**config.mk**
```make
export PLATFORM = sky130hd
export DESIGN_NAME = fir_sample_source
export DESIGN_NICKNAME = d
export VERILOG_FILES = /design/src/rtl/fir_sample_source.sv
export SDC_FILE = /design/constraint.sdc
export NUM_CORES = 1
export LEC_CHECK = 0
export CORE_ASPECT_RATIO = 1.2
export CORE_MARGIN = 2
export CORE_UTILIZATION = 60
export CTS_CLUSTER_SIZE = 16
export DETAILED_ROUTE_END_ITERATION = 10
export PLACE_DENSITY = 0.82
export SYNTH_ARGS = -nofsm -noshare
export SYNTH_HDL_FRONTEND = slang
export SYNTH_SLANG_ARGS = --single-unit
```
**constraint.sdc**
```tcl
create_clock -name clk -period 5.3 [get_ports clk]
set_input_delay 1.325 -clock clk [delete_from_list [all_inputs] [get_ports clk]]
set_output_delay 1.325 -clock clk [all_outputs]
set_load 0.05 [all_outputs]
```
**src/rtl/fir_sample_source.sv**
```systemverilog
// fir_sample_source: AXI-Stream master that feeds signed samples from a
// host-loaded RAM into the FIR filter's sample input. It streams a block
// of num_samples beats once, or loops over the block until stop is requested.
module fir_sample_source #(
  parameter int DATA_WIDTH = 16,
  parameter int DEPTH      = 64,
  parameter int ADDR_W     = $clog2(DEPTH)
) (
  input  logic                  clk,
  input  logic                  reset,
  input  logic                  wr_en,
  input  logic [ADDR_W-1:0]     wr_addr,
  input  logic [DATA_WIDTH-1:0] wr_data,
  input  logic                  start,
  input  logic [ADDR_W:0]       num_samples,
  input  logic                  loop_en,
  input  logic                  stop,
  output logic [DATA_WIDTH-1:0] m_axis_tdata,
  output logic                  m_axis_tvalid,
  input  logic                  m_axis_tready,
  output logic                  m_axis_tlast,
  output logic                  busy,
  output logic                  done,
  output logic [15:0]           sent_count
);

  localparam int CNT_W = ADDR_W + 1;
  localparam logic [CNT_W-1:0] DEPTH_C = CNT_W'(DEPTH);
  localparam logic [CNT_W-1:0] ONE_C   = CNT_W'(1);

  typedef enum logic [1:0] {
    ST_IDLE   = 2'd0,
    ST_FETCH  = 2'd1,
    ST_STREAM = 2'd2,
    ST_DONE   = 2'd3
  } state_t;

  state_t                state_r;
  logic [DATA_WIDTH-1:0] mem_r [DEPTH];
  // pf_data_r is the synchronous RAM read register; it always holds the
  // sample at rd_ptr_r, i.e. the beat that follows the one on the bus.
  logic [DATA_WIDTH-1:0] pf_data_r;
  logic [ADDR_W-1:0]     rd_ptr_r;
  logic [CNT_W-1:0]      len_r;
  logic                  loop_r;
  logic                  stop_pending_r;

  logic                  hs_s;
  logic                  advance_s;
  logic [CNT_W-1:0]      ptr_inc_s;
  logic [ADDR_W-1:0]     ptr_next_s;
  logic                  last_idx_s;
  logic [ADDR_W-1:0]     rd_addr_s;
  logic                  start_ok_s;
  logic                  start_zero_s;
  logic                  wr_ok_s;
  logic [CNT_W-1:0]      len_clamp_s;
  logic                  end_pass_s;
  logic [15:0]           sent_inc_s;

  // Handshake detection, read-address selection and start/write arbitration
  always_comb begin
    hs_s         = (state_r == ST_STREAM) && m_axis_tvalid && m_axis_tready;
    advance_s    = (state_r == ST_FETCH) || hs_s;
    ptr_inc_s    = {1'b0, rd_ptr_r} + ONE_C;
    last_idx_s   = ({1'b0, rd_ptr_r} == (len_r - ONE_C));
    start_ok_s   = (state_r == ST_IDLE) && start && (num_samples != {CNT_W{1'b0}});
    start_zero_s = (state_r == ST_IDLE) && start && (num_samples == {CNT_W{1'b0}});
    // Any start seen in IDLE takes priority over a host write that cycle.
    wr_ok_s      = wr_en && (state_r == ST_IDLE) && !start;
    end_pass_s   = hs_s && m_axis_tlast && (!loop_r || stop_pending_r || stop);

    if (ptr_inc_s >= len_r) begin
      ptr_next_s = {ADDR_W{1'b0}};
    end else begin
      ptr_next_s = ptr_inc_s[ADDR_W-1:0];
    end

    if (num_samples > DEPTH_C) begin
      len_clamp_s = DEPTH_C;
    end else begin
      len_clamp_s = num_samples;
    end

    if (sent_count == 16'hFFFF) begin
      sent_inc_s = sent_count;
    end else begin
      sent_inc_s = sent_count + 16'd1;
    end

    // In IDLE the RAM reads address 0 so the first sample is already in the
    // read register when FETCH loads the output stage. Afterwards the read
    // register re-reads its own address until the bus beat is consumed.
    if (state_r == ST_IDLE) begin
      rd_addr_s = {ADDR_W{1'b0}};
    end else if (advance_s) begin
      rd_addr_s = ptr_next_s;
    end else begin
      rd_addr_s = rd_ptr_r;
    end
  end

  // Host write port into the sample RAM (contents survive reset)
  always_ff @(posedge clk) begin
    if (wr_ok_s) begin
      mem_r[wr_addr] <= wr_data;
    end
  end

  // Stream controller: FSM, prefetch, registered AXI outputs and status
  always_ff @(posedge clk or posedge reset) begin
    if (reset) begin
      state_r        <= ST_IDLE;
      pf_data_r      <= {DATA_WIDTH{1'b0}};
      rd_ptr_r       <= {ADDR_W{1'b0}};
      len_r          <= {CNT_W{1'b0}};
      loop_r         <= 1'b0;
      stop_pending_r <= 1'b0;
      m_axis_tdata   <= {DATA_WIDTH{1'b0}};
      m_axis_tvalid  <= 1'b0;
      m_axis_tlast   <= 1'b0;
      busy           <= 1'b0;
      done           <= 1'b0;
      sent_count     <= 16'd0;
    end else begin
      pf_data_r <= mem_r[rd_addr_s];
      done      <= 1'b0;
      case (state_r)
        ST_IDLE: begin
          m_axis_tvalid  <= 1'b0;
          m_axis_tlast   <= 1'b0;
          busy           <= 1'b0;
          stop_pending_r <= 1'b0;
          if (start_ok_s) begin
            state_r    <= ST_FETCH;
            len_r      <= len_clamp_s;
            loop_r     <= loop_en;
            sent_count <= 16'd0;
            rd_ptr_r   <= {ADDR_W{1'b0}};
            busy       <= 1'b1;
          end else if (start_zero_s) begin
            done <= 1'b1;
          end else begin
            state_r <= ST_IDLE;
          end
        end
        ST_FETCH: begin
          m_axis_tdata  <= pf_data_r;
          m_axis_tlast  <= last_idx_s;
          m_axis_tvalid <= 1'b1;
          rd_ptr_r      <= ptr_next_s;
          state_r       <= ST_STREAM;
          if (stop) begin
            stop_pending_r <= 1'b1;
          end
        end
        ST_STREAM: begin
          if (stop) begin
            stop_pending_r <= 1'b1;
          end
          if (hs_s) begin
            sent_count <= sent_inc_s;
            if (end_pass_s) begin
              m_axis_tvalid <= 1'b0;
              m_axis_tlast  <= 1'b0;
              busy          <= 1'b0;
              done          <= 1'b1;
              state_r       <= ST_DONE;
            end else begin
              // Wrap at the end of a looping pass happens through ptr_next_s,
              // so the next pass starts without a bubble.
              m_axis_tdata <= pf_data_r;
              m_axis_tlast <= last_idx_s;
              rd_ptr_r     <= ptr_next_s;
            end
          end
        end
        ST_DONE: begin
          stop_pending_r <= 1'b0;
          state_r        <= ST_IDLE;
        end
        default: begin
          m_axis_tvalid  <= 1'b0;
          m_axis_tlast   <= 1'b0;
          busy           <= 1'b0;
          stop_pending_r <= 1'b0;
          state_r        <= ST_IDLE;
        end
      endcase
    end
  end

endmodule

```
==> parameters.txt <==
Parameter                              Value

Timing
  Ratio of final minimum period to clock period ... between 90% and 100%
  Worst max-slew margin expressed relative to the limit ... about 26%
  Highest achievable clock rate ... between 0.15 and 0.2 GHz
  Period minus WS final ... 5.08 ns
  Number of slew-limit violations in the final report ... 0
  RSZ-0062 raised after global routing ... false
  Fin worst setup slack ... about 0.22 ns
  Final sum of negative setup slack ... 0 ns
  Hold Fails Final Rpt ... 0
  Transition at the pin with the smallest max-transition slack ... 1.11 ns
  Final-report setup violation count ... 0
  Final Skew ... about 0.025 ns

Setup path
  Arrival time at the worst endpoint ... around 5.6 ns
  Maximum fanout count along the critical path ... 28
  Critical path class ... register to register
  Setup crit start kind ... register
  Kind of end point of the critical path ... register
  Req. time, crit path ... around 5.8 ns

Floorplan
  Initial core utilization ... approximately three fifths
  Number of standard-cell rows in the floorplan ... between 100 and 150
  Floorplan core area ... approximately 74,000 um2
  Area of the die ... between 70,000 and 80,000 um2
  Die Span X ... about 250 um
  Number of top-level pins ... 72
  Die Y ... between 300 and 400 um

Detailed routing
  Residual DRC ... 0
  Antenna viol nets, final ... 0
  Detailed-route vias per instance ... between 6 and 7
  DRT iter0 DRCs ... about 4,700
  Total vias in the final route ... roughly 29,000
  Routed Wire Length ... 128 mm
  Avg WL per Cell ... 30.5 um
  First-pass DRT Iterations ... 6

Clock tree
  CTS Sinks ... between 1,000 and 1,500
  Post-CTS setup buffer count ... 0
  Number of resized instances in the post-cts repair step ... 0
  Clock transition at path regs ... 0.06 ns
  Clock tree from TritonCTS ... done
  Clk Tree Root Cell ... sky130_fd_sc_hd__clkbuf_16
  Cts-stage hold buffer count ... 0
  TritonCTS buffer count ... 103
  H-tree Lvls ... 3
  Maximum number of buffers from clock root to sink ... 3
  Insertion delay to the later sink of the worst-skew pair ... about 0.70 ns

Yosys
  Synthesized instance count ... a little over 3,000
  Sequential cell area fraction in the yosys report ... 73.0%
  Total nets after synthesis ... a little over 3,000
  Biggest area contributors in the synthesized netlist ... sky130_fd_sc_hd__edfxtp_1 69%, sky130_fd_sc_hd__nand2_1 4.4%, sky130_fd_sc_hd__dfrtp_1 3.9%, sky130_fd_sc_hd__and3_1 1.8%, sky130_fd_sc_hd__mux4_2 1.6%
  Post-synthesis cell type count ... between 80 and 90
  Leading cell types by count after synthesis ... 1,024 x sky130_fd_sc_hd__edfxtp_1, 522 x sky130_fd_sc_hd__nand2_1, 139 x sky130_fd_sc_hd__nand3_1, 128 x sky130_fd_sc_hd__and3_1, 107 x sky130_fd_sc_hd__a21oi_1
  Synth Register Bits ... 1,093
  Synthesized cell area ... between 40,000 and 50,000 um2
  Post-Syn Area per Cell ... 14.6 um2
  Synth async-reset ratio ... 6.31%
  Ys flop type ... sky130_fd_sc_hd__edfxtp_1
  EDFF count, synth ... a little over 1,000
  Most repeated cell in the gate-level netlist after synthesis ... sky130_fd_sc_hd__edfxtp_1
  Share of the synthesized area in the top cell type ... about 69%
  Cell type contributing the most total cell area after synthesis ... sky130_fd_sc_hd__edfxtp_1
  Total of warnings raised by yosys ... 0

Global routing
  Vias in the first global route ... about 29,000
  First-pass GRT wire length ... around 190 mm
  Total GRT Usage ... between 30% and 40%
  Initial antenna violation count ... 4
  GR Overflow Total ... 0
  Maximum number of pins on one net before global-route repair ... 94

Flow run
  Number of max-cap violations ... 0

Place
  Last weighted congestion value of the routability-driven placer ... 0.920
  Detail Placement HPWL ... 75.9 mm
  Dpl ws ... roughly 0.056 ns
  IO buf count ... 71

Layout
  Area used by sequential logic in the layout ... roughly 32,000 um2
  Area growth from synthesis to final layout ... 12.8%
  Share of cells above drive strength 1 ... ~14%
  # fillers ... between 4,000 and 5,000
  Number of nets at the end of the flow ... ~3,200
  Multi-input logic area ... 10,900 um2

Status
  Result of the run ... complete, no violations

Power
  PwrDens ... about 350 nW/um2
  Leak pwr ... 17.0 nW
  Worst IR Drop VDD ... about 0.27 mV

Min path
  Worst min path class ... register to register
-- registers in the layout, indices dropped and copies added (netlist names) --
name,count
pf_data_r,16
len_r,7
m_axis_tdata,16
mem_r,1024
m_axis_tlast,1
done,1
sent_count,16
busy,1
state_r,2
m_axis_tvalid,1
loop_r,1
rd_ptr_r,6
stop_pending_r,1
-- per-layer routing --
metal | vias up | wire length, um | global-route usage [%]
li1 | 12100 | - | -
met1 | 14400 | 42300 | 42.7
met2 | 2433 | 59700 | 52.6
met3 | 494 | 16900 | 8.17
met4 | 6 | 9320 | 21.9
met5 | - | 40 | 0
-- area by class of cell --
class / count / share of cell area (%)
multi-input combinational: 1714 / 21.7
timing repair buffer: 244 / 4.20
clock buffer: 124 / 5.40
tap: 943 / 2.35
inverter: 24 / 0.182
antenna: 1 / 0.00499
clock inverter: 66 / 1.40
sequential: 1093 / 64.7
-- report_power, final --
part | switching, mW | internal, mW | total, mW | leakage, nW
Clock | 3.19 | 4.32 | 7.51 | 1.66
Sequential | 0.0383 | 9.46 | 9.50 | 10.1
Combinational | 0.378 | 0.121 | 0.499 | 5.26
Total | 3.61 | 13.9 | 17.5 | 17.0
-- cells by family (layout without fill, tap and decap cells) --
group,Yosys count,after routing,synth area share [%]
compound gates,600,600,10.2
xor+xnor,16,16,0.332
fa+ha+maj,14,14,0.394
buf+inv,230,458,2.61
flops,1093,1093,73.0
mux,122,122,3.70
other cells,0,1,0
simple gates,962,962,9.72
-- placed cells by master (no fill, tap or decap), drive strengths merged, types with 15 or more instances in the layout --
cell type,n
a31o,42
nand4,26
a311o,15
a21oi,109
dfrtp,69
mux2i,71
clkbuf,124
o211ai,23
nor2,102
buf,189
a31oi,67
a211oi,83
a32oi,15
a221oi,18
a2111oi,18
mux2,19
nand3,139
clkdlybuf4s50,55
a221o,58
o21ai,43
o21a,16
a311oi,15
o31ai,20
edfxtp,1024
nand2,523
mux4,32
o32ai,15
clkinv,46
and3,128
inv,25
-- critical path, cell delays in order (launching register included) --
cell	delay, ns
sky130_fd_sc_hd__dfrtp_1	0.66
sky130_fd_sc_hd__nand3_1	0.21
sky130_fd_sc_hd__xnor2_2	0.29
sky130_fd_sc_hd__inv_1	0.13
sky130_fd_sc_hd__ha_1	0.31
sky130_fd_sc_hd__nand4_2	0.26
sky130_fd_sc_hd__o211ai_4	0.66
sky130_fd_sc_hd__nand2_8	0.28
sky130_fd_sc_hd__a2111oi_1	1.03
sky130_fd_sc_hd__a311oi_1	0.10
sky130_fd_sc_hd__o21a_1	0.17
sky130_fd_sc_hd__o31ai_1	0.42
sky130_fd_sc_hd__buf_4	0.28
sky130_fd_sc_hd__o32ai_1	0.09
-- metrics by stage --
stage	std cells	util, %	instance area, um2	power [mW]	hold WS, ns
CTS	4208	68.2	50200	17.5	0.513
finish	4209	68.2	50200	17.5	0.509
global placement	4018	63.6	46700	10.2	0.485
global route	4208	68.2	50200	17.9	0.526
floorplan	3037	-	44500	9.89	0.450
detailed placement	4018	63.6	46700	10.2	0.493
-- final timing paths --
check	from	to	slack (ns)	depth (start not counted)
worst min-delay path	m_axis_tdata[1]	m_axis_tdata[1]	0.51	1
min in group asynchronous	reset	m_axis_tdata[2]	1.11	2
worst max-delay path	rd_ptr_r[2]	pf_data_r[4]	0.22	13
max in group asynchronous	reset	rd_ptr_r[0]	3.18	3
worst max register to register	rd_ptr_r[2]	pf_data_r[4]	0.22	13
worst min register to register	m_axis_tdata[1]	m_axis_tdata[1]	0.51	1
Note: power is estimated with default switching activity, not from simulation.
